===== src/rtl/bitty_pkg.sv =====
// Shared types and constants for the bitty instruction sequencer.
// Holds the fetch FSM encoding and the saturating counter helper.
package bitty_pkg;

  localparam int INSTR_W = 16;

  typedef enum logic [2:0] {
    ST_IDLE  = 3'd0,
    ST_FETCH = 3'd1,
    ST_WAIT  = 3'd2,
    ST_EXEC  = 3'd3,
    ST_NEXT  = 3'd4,
    ST_FIN   = 3'd5
  } fetch_state_e;

  // Completed-instruction counter sticks at all-ones instead of wrapping.
  function automatic logic [INSTR_W-1:0] sat_inc(input logic [INSTR_W-1:0] v);
    return (v == '1) ? v : v + 1'b1;
  endfunction

endpackage


===== src/rtl/bitty_fetch_unit_if.sv =====
// Bus between the fetch unit, its instruction memory, the core and the controller.
// Master = fetch unit, slave = memory/core/controller side.
interface bitty_fetch_unit_if #(
  parameter int ADDR_W = 8
);
  import bitty_pkg::*;

  // Protocol: mem_rd_data is valid exactly one cycle after a cycle with
  // mem_rd_en=1 (sync-read memory, no stall). run is held high for the whole
  // execution of one instruction; the core reports completion on core_done,
  // which only counts while run is high. start is only honoured while busy=0.
  logic                start;
  logic [ADDR_W-1:0]   last_addr;
  logic                mem_rd_en;
  logic [ADDR_W-1:0]   mem_addr;
  logic [INSTR_W-1:0]  mem_rd_data;
  logic [INSTR_W-1:0]  instruction;
  logic                run;
  logic                core_done;
  logic                busy;
  logic                prog_done;
  logic [ADDR_W-1:0]   pc;
  logic [15:0]         instr_count;

  modport master (
    input  start, last_addr, mem_rd_data, core_done,
    output mem_rd_en, mem_addr, instruction, run, busy, prog_done, pc, instr_count
  );

  modport slave (
    output start, last_addr, mem_rd_data, core_done,
    input  mem_rd_en, mem_addr, instruction, run, busy, prog_done, pc, instr_count
  );

endinterface


===== src/rtl/bitty_done_detect.sv =====
// Decides when the current instruction has finished executing: either on a
// fresh rising edge of core_done or after a fixed number of run cycles.
module bitty_done_detect #(
  parameter int DONE_MODE   = 0,
  parameter int EXEC_CYCLES = 3
) (
  input  logic clk,
  input  logic reset,
  input  logic core_done,
  input  logic exec_active,
  input  logic exec_clear,
  output logic exec_complete
);

  localparam logic [3:0] LAST_CNT = 4'(EXEC_CYCLES - 1);

  logic       done_q;
  logic       done_d;
  logic [3:0] exec_cnt_q;
  logic [3:0] exec_cnt_d;
  logic       edge_hit;
  logic       count_hit;

  always_comb begin
    done_d     = core_done;
    exec_cnt_d = exec_cnt_q;
    if (exec_clear) begin
      exec_cnt_d = '0;
    end else if (exec_active) begin
      exec_cnt_d = exec_cnt_q + 4'd1;
    end
  end

  // done_q tracks core_done in every state, so a level left high from the
  // previous instruction never looks like a new completion.
  assign edge_hit  = exec_active && core_done && !done_q;
  assign count_hit = exec_active && (exec_cnt_q == LAST_CNT);

  assign exec_complete = (DONE_MODE == 1) ? count_hit : edge_hit;

  always_ff @(posedge clk) begin
    if (reset) begin
      done_q     <= 1'b0;
      exec_cnt_q <= '0;
    end else begin
      done_q     <= done_d;
      exec_cnt_q <= exec_cnt_d;
    end
  end

endmodule


===== src/rtl/bitty_fetch_unit.sv =====
// Instruction sequencer: fetches words from address 0 up to a captured last
// address, hands each to the core on run, and pulses prog_done at the end.
module bitty_fetch_unit
  import bitty_pkg::*;
#(
  parameter int ADDR_W      = 8,
  parameter int DONE_MODE   = 0,
  parameter int EXEC_CYCLES = 3
) (
  input  logic                       clk,
  input  logic                       reset,
  bitty_fetch_unit_if.master         bus,
  output fetch_state_e               fsm_state
);

  fetch_state_e        state_q;
  fetch_state_e        state_d;
  logic [ADDR_W-1:0]   pc_q;
  logic [ADDR_W-1:0]   pc_d;
  logic [ADDR_W-1:0]   last_addr_q;
  logic [ADDR_W-1:0]   last_addr_d;
  logic [INSTR_W-1:0]  instr_q;
  logic [INSTR_W-1:0]  instr_d;
  logic [15:0]         instr_count_q;
  logic [15:0]         instr_count_d;
  logic                exec_complete;

  bitty_done_detect #(
    .DONE_MODE   (DONE_MODE),
    .EXEC_CYCLES (EXEC_CYCLES)
  ) u_done_detect (
    .clk           (clk),
    .reset         (reset),
    .core_done     (bus.core_done),
    .exec_active   (state_q == ST_EXEC),
    .exec_clear    (state_q == ST_WAIT),
    .exec_complete (exec_complete)
  );

  always_comb begin
    state_d       = state_q;
    pc_d          = pc_q;
    last_addr_d   = last_addr_q;
    instr_d       = instr_q;
    instr_count_d = instr_count_q;
    case (state_q)
      ST_IDLE: begin
        if (bus.start) begin
          last_addr_d   = bus.last_addr;
          pc_d          = '0;
          instr_count_d = '0;
          state_d       = ST_FETCH;
        end
      end
      ST_FETCH: state_d = ST_WAIT;
      ST_WAIT: begin
        instr_d = bus.mem_rd_data;
        state_d = ST_EXEC;
      end
      ST_EXEC: begin
        if (exec_complete) begin
          instr_count_d = sat_inc(instr_count_q);
          state_d       = ST_NEXT;
        end
      end
      // pc stops at last_addr_q, so it can never wrap past the top address.
      ST_NEXT: begin
        if (pc_q == last_addr_q) begin
          state_d = ST_FIN;
        end else begin
          pc_d    = pc_q + 1'b1;
          state_d = ST_FETCH;
        end
      end
      ST_FIN:  state_d = ST_IDLE;
      default: state_d = ST_IDLE;
    endcase
  end

  always_ff @(posedge clk) begin
    if (reset) begin
      state_q       <= ST_IDLE;
      pc_q          <= '0;
      last_addr_q   <= '0;
      instr_q       <= '0;
      instr_count_q <= '0;
    end else begin
      state_q       <= state_d;
      pc_q          <= pc_d;
      last_addr_q   <= last_addr_d;
      instr_q       <= instr_d;
      instr_count_q <= instr_count_d;
    end
  end

  assign bus.mem_rd_en   = (state_q == ST_FETCH);
  assign bus.mem_addr    = pc_q;
  assign bus.instruction = instr_q;
  assign bus.run         = (state_q == ST_EXEC);
  assign bus.busy        = (state_q != ST_IDLE);
  assign bus.prog_done   = (state_q == ST_FIN);
  assign bus.pc          = pc_q;
  assign bus.instr_count = instr_count_q;
  assign fsm_state       = state_q;

endmodule


===== src/flat_wrapper.sv =====
// flat-port wrapper written by rule: the top's interface ports become plain ports
module bitty_fetch_unit_flat import bitty_pkg::*;
#(
  parameter int ADDR_W      = 8,
  parameter int DONE_MODE   = 0,
  parameter int EXEC_CYCLES = 3
)
  (clk, reset, fsm_state, bus_start, bus_last_addr, bus_mem_rd_data, bus_core_done, bus_mem_rd_en, bus_mem_addr, bus_instruction, bus_run, bus_busy, bus_prog_done, bus_pc, bus_instr_count);
  bitty_fetch_unit_if #(.ADDR_W(ADDR_W)) bus_i ();
  input  logic clk;
  input  logic reset;
  output fetch_state_e fsm_state;
  input wire logic [$bits(bus_i.start)-1:0] bus_start;
  input wire logic [$bits(bus_i.last_addr)-1:0] bus_last_addr;
  input wire logic [$bits(bus_i.mem_rd_data)-1:0] bus_mem_rd_data;
  input wire logic [$bits(bus_i.core_done)-1:0] bus_core_done;
  output wire logic [$bits(bus_i.mem_rd_en)-1:0] bus_mem_rd_en;
  output wire logic [$bits(bus_i.mem_addr)-1:0] bus_mem_addr;
  output wire logic [$bits(bus_i.instruction)-1:0] bus_instruction;
  output wire logic [$bits(bus_i.run)-1:0] bus_run;
  output wire logic [$bits(bus_i.busy)-1:0] bus_busy;
  output wire logic [$bits(bus_i.prog_done)-1:0] bus_prog_done;
  output wire logic [$bits(bus_i.pc)-1:0] bus_pc;
  output wire logic [$bits(bus_i.instr_count)-1:0] bus_instr_count;
  assign bus_i.start = bus_start;
  assign bus_i.last_addr = bus_last_addr;
  assign bus_i.mem_rd_data = bus_mem_rd_data;
  assign bus_i.core_done = bus_core_done;
  assign bus_mem_rd_en = bus_i.mem_rd_en;
  assign bus_mem_addr = bus_i.mem_addr;
  assign bus_instruction = bus_i.instruction;
  assign bus_run = bus_i.run;
  assign bus_busy = bus_i.busy;
  assign bus_prog_done = bus_i.prog_done;
  assign bus_pc = bus_i.pc;
  assign bus_instr_count = bus_i.instr_count;
  bitty_fetch_unit #(.ADDR_W(ADDR_W), .DONE_MODE(DONE_MODE), .EXEC_CYCLES(EXEC_CYCLES)) u_core (.clk(clk), .reset(reset), .bus(bus_i), .fsm_state(fsm_state));
endmodule

===== config.mk =====
export PLATFORM = sky130hd
export DESIGN_NAME = bitty_fetch_unit_flat
export DESIGN_NICKNAME = d
export VERILOG_FILES = /design/src/rtl/bitty_pkg.sv /design/src/rtl/bitty_fetch_unit_if.sv /design/src/rtl/bitty_done_detect.sv /design/src/rtl/bitty_fetch_unit.sv /design/src/flat_wrapper.sv
export SDC_FILE = /design/constraint.sdc
export NUM_CORES = 1
export LEC_CHECK = 0
export ABC_CLOCK_PERIOD_IN_PS = 4170
export CORE_AREA = 3 3 77 86
export CTS_BUF_LIST = sky130_fd_sc_hd__clkbuf_4 sky130_fd_sc_hd__clkbuf_8
export DETAILED_ROUTE_END_ITERATION = 7
export DIE_AREA = 0 0 80 89
export PLACE_DENSITY = 0.86
export SLEW_MARGIN = 20
export SYNTH_ARGS = -nofsm -noshare
export SYNTH_HDL_FRONTEND = slang
export SYNTH_SLANG_ARGS = --single-unit

===== constraint.sdc =====
create_clock -name clk -period 4.17 [get_ports clk]
set_input_delay 0.6255 -clock clk [delete_from_list [all_inputs] [get_ports clk]]
set_output_delay 0.6255 -clock clk [all_outputs]
set_load 0.005 [all_outputs]

==> flow_summary_export.csv <==
group,metric,value,unit
outcome,status,"complete, no violations",
hold_path,min_delay_path_depth,2,
global_routing,grt.overflow.total,0,
synth,synthCells,326,
routing,wl,7.08,mm
clocking,cts_tree,"done",
setup_path,path_cells,"and3b_1, clkdlybuf4s50_1",
die,design.die.area,7120,sq um
routing,drc,0,
finish,nets,421,
synth,yosysUniqueCellTypes,51,
placed_design,place_inst,461,
synth,synth_nets,356,
timing,rsz0062_at_grt,"false",
clocking,cts.sinks,52,
setup_path,crit_arrival,1.97,ns
setup_path,crit_path_start_kind,"flip-flop",
setup_path,cp_top_family,"flip-flops",
finish,finalInstanceArea,3480,sq um
finish,antennaDiodeCount,0,
timing,worstMarginPinSlew,0.841,ns
global_routing,grt_use_total,20.0,%
finish,final_cell_count_no_fill,469,
clocking,htreeDepth,2,
power,leakage,1.13,nW
routing,ant_nets,0,
routing,first_iter_violations,236,
synth,synth_edf_count,0,
timing,setup_viol,0,
placed_design,placed_area,3350,sq um
setup_path,path_depth,2,
timing,whs,0.456,ns
timing,timing.fmax,0.385,GHz
clocking,numCtsBuffers,5,
synth,avgSynthCellArea,7.83,sq um
timing,period_share,62.3,%
synth,ys_ff_latch,52,
synth,yosysWarnings,0,
global_routing,grt_max_degree,26,
clocking,cts_resized,0,
timing,timing_hold_violations_final,0,
clocking,clk_path_buf_depth,2,
routing,post_drt_wl_per_cell,15.1,microns
clocking,root_buffer,"clkbuf_8",
global_routing,antenna_found_initial,0,
placed_design,hpwl,5.05,mm
routing,avgViaCountPerCell,5.55,
global_routing,grt_pass1_vias,2392,
synth,async_flop_share,0,%
placed_design,io_buffers,82,
hold_path,hold_class,"reg -> reg",
timing,maxSlewHeadroom,43.7,%
setup_path,crit_type,"reg -> out",
clocking,postCtsSetupBuffers,0,
setup_path,end_kind,"output pin",
synth,yosys.area.top_type,"dfxtp_1",
power,vdd_drop_max,194,uV
setup_path,worst_path_largest_cell_delay,0.64,ns
die,die_x,80,microns
global_routing,grt_first_pass_wirelength,11.3,mm
setup_path,cp_slowest_cell,"dfxtp_1",
finish,drive_above_1_share,4.08,%
setup_path,rrSetupSlack,2.05,ns
die,die_y,89,microns
die,rows,29,
synth,synth.top_cell.area_share,40.8,%
setup_path,r2r_cells,6,
routing,dr_total_vias,2603,
die,start_util,44.0,%
finish,area_delta_synth_final,36.2,%
setup_path,crit_buf_inv,1,
clocking,clk_pin_slew,0.10,ns
timing,slew_viol_final,0,
run,max-cap-violations,0,
setup_path,crit_fanout,16,
synth,synth_area,2550,sq um
die,core_area,5810,sq um
timing,finalClockSkew,0.00983,ns
clocking,ctsHoldBuffers,0,
synth,ys.flop_type,"dfxtp_1",
routing,firstDrtPassIters,4,
timing,fin_crit,2.60,ns
clocking,insertion_delay,0.31,ns
hold_path,hp-start,"u_core.bus.instruction[8]$_SDFFE_PP0P_",
die,io_pins,83,
timing,setup-tns-final,0,ns
setup_path,critical_path_required,3.54,ns
synth,synth-seq-area-share,40.8,%
placed_design,place_congestion,0.905,
power,power_density,325,nW/um^2
hold_path,min_to,"u_core.bus.instruction[8]$_SDFFE_PP0P_",
synth,ys_top_cells_by_area,"dfxtp_1 41%, nand2_1 10%, a21oi_1 7.6%",
setup_path,r2r-start,"u_core.bus.instr_count[0]$_SDFFE_PP0P_",
setup_path,rr_endpoint,"u_core.bus.instr_count[15]$_SDFFE_PP0P_",
## flip-flops by register name, summed over array words and instances, names as in the netlist
name	flops
u_core.bus.instr_count	16
u_core.bus.instruction	16
u_core.bus.mem_addr	8
u_core.last_addr_q	8
u_core.fsm_state	3
u_core.u_done_detect.done_q	1
## Yosys cell counts, types with 4 or more instances
library cell,number
xnor2_1,8
a21oi_1,39
nand3_1,14
or4_1,4
o21ai_0,11
dfxtp_1,52
buf_4,8
clkbuf_1,14
nor3_1,7
o211ai_1,5
or3_1,4
inv_1,7
nor2_1,20
nand4_1,7
nand2_1,70
## worst min-delay path, cell delays in order, from the launching register on
cell and delay [ns]:
dfxtp_1 0.32, nand2_1 0.05, a21oi_1 0.05
## report_power, final
group / internal, mW / switching [mW]
clock network: 0.212 / 0.165
logic: 0.0974 / 0.108
registers: 0.520 / 0.0273
## cells in the final DEF (no fill, tap or decap), types with 2 or more instances in the layout
cell             instances
dfxtp_1                 52
clkdlybuf4s50_1         82
or4_1                    4
or3_1                    4
a31oi_1                  3
o41ai_1                  2
nand3_1                 14
a21oi_1                 39
nor2b_1                  3
nand2_1                 70
nand4_2                  2
clkbuf_8                 7
mux2i_1                  3
nor4b_1                  2
o31ai_1                  3
nand4_1                  7
inv_1                    7
o211ai_1                 5
nand4b_1                 3
o2111ai_1                3
nor3_1                   7
and3_1                   2
nor4_1                   2
nor2_1                  20
a41oi_1                  2
ha_1                     2
o21ai_0                 11
xnor2_1                  8
## how the worst max path moves through the flow
stage	from	endpoint	slack (ns)
2_1_floorplan	bus_start	u_core.bus.instr_count[15]$_SDFFE_PP0P_	2.27
3_5_place_dp	reset	u_core.bus.instr_count[15]$_SDFFE_PP0P_	1.33
6_report	u_core.fsm_state[1]$_SDFFE_PP0P_	bus_run	1.57
5_1_grt	u_core.fsm_state[1]$_SDFFE_PP0P_	bus_run	1.43
3_3_place_gp	reset	u_core.bus.instr_count[15]$_SDFFE_PP0P_	1.40
4_1_cts	u_core.fsm_state[1]$_SDFFE_PP0P_	bus_run	1.56
## cells by family (layout without fill, tap and decap cells)
| family | count (synthesis) | after routing | share of synthesized area, % |
|---|---|---|---|
| compound gates | 80 | 80 | 19.7 |
| xor+xnor | 8 | 8 | 2.74 |
| fa+ha+maj | 2 | 2 | 0.980 |
| buf+inv | 32 | 98 | 5.98 |
| flops | 52 | 52 | 40.8 |
| mux | 3 | 3 | 1.18 |
| simple gates | 149 | 149 | 28.7 |
## metrics by stage
step	util, %	power (mW)	setup slack, ns
final	59.9	1.13	1.57
after global routing	59.9	1.18	1.43
after CTS	59.9	1.14	1.56
after detailed placement	57.7	0.764	1.33
after global placement	57.7	0.758	1.40
after floorplan	-	0.669	2.27
## cell type report
cell class                      count  area [sq um]
Fill cell                         539          2330
Multi-Input combinational cell    242          1360
Sequential cell                    52          1040
Timing Repair Buffer               83           828
Clock buffer                        7          96.3
Tap cell                           77          96.3
Clock inverter                      1          30.0
Inverter                            7          26.3
## routing by layer
metal | wire length [microns] | GRT usage [%]
met5 | 0 | 0
met2 | 3520 | 33.3
met1 | 2960 | 25.1
met4 | 177 | 8.14
met3 | 414 | 4.64
Note: power is estimated with default switching activity, not from simulation.
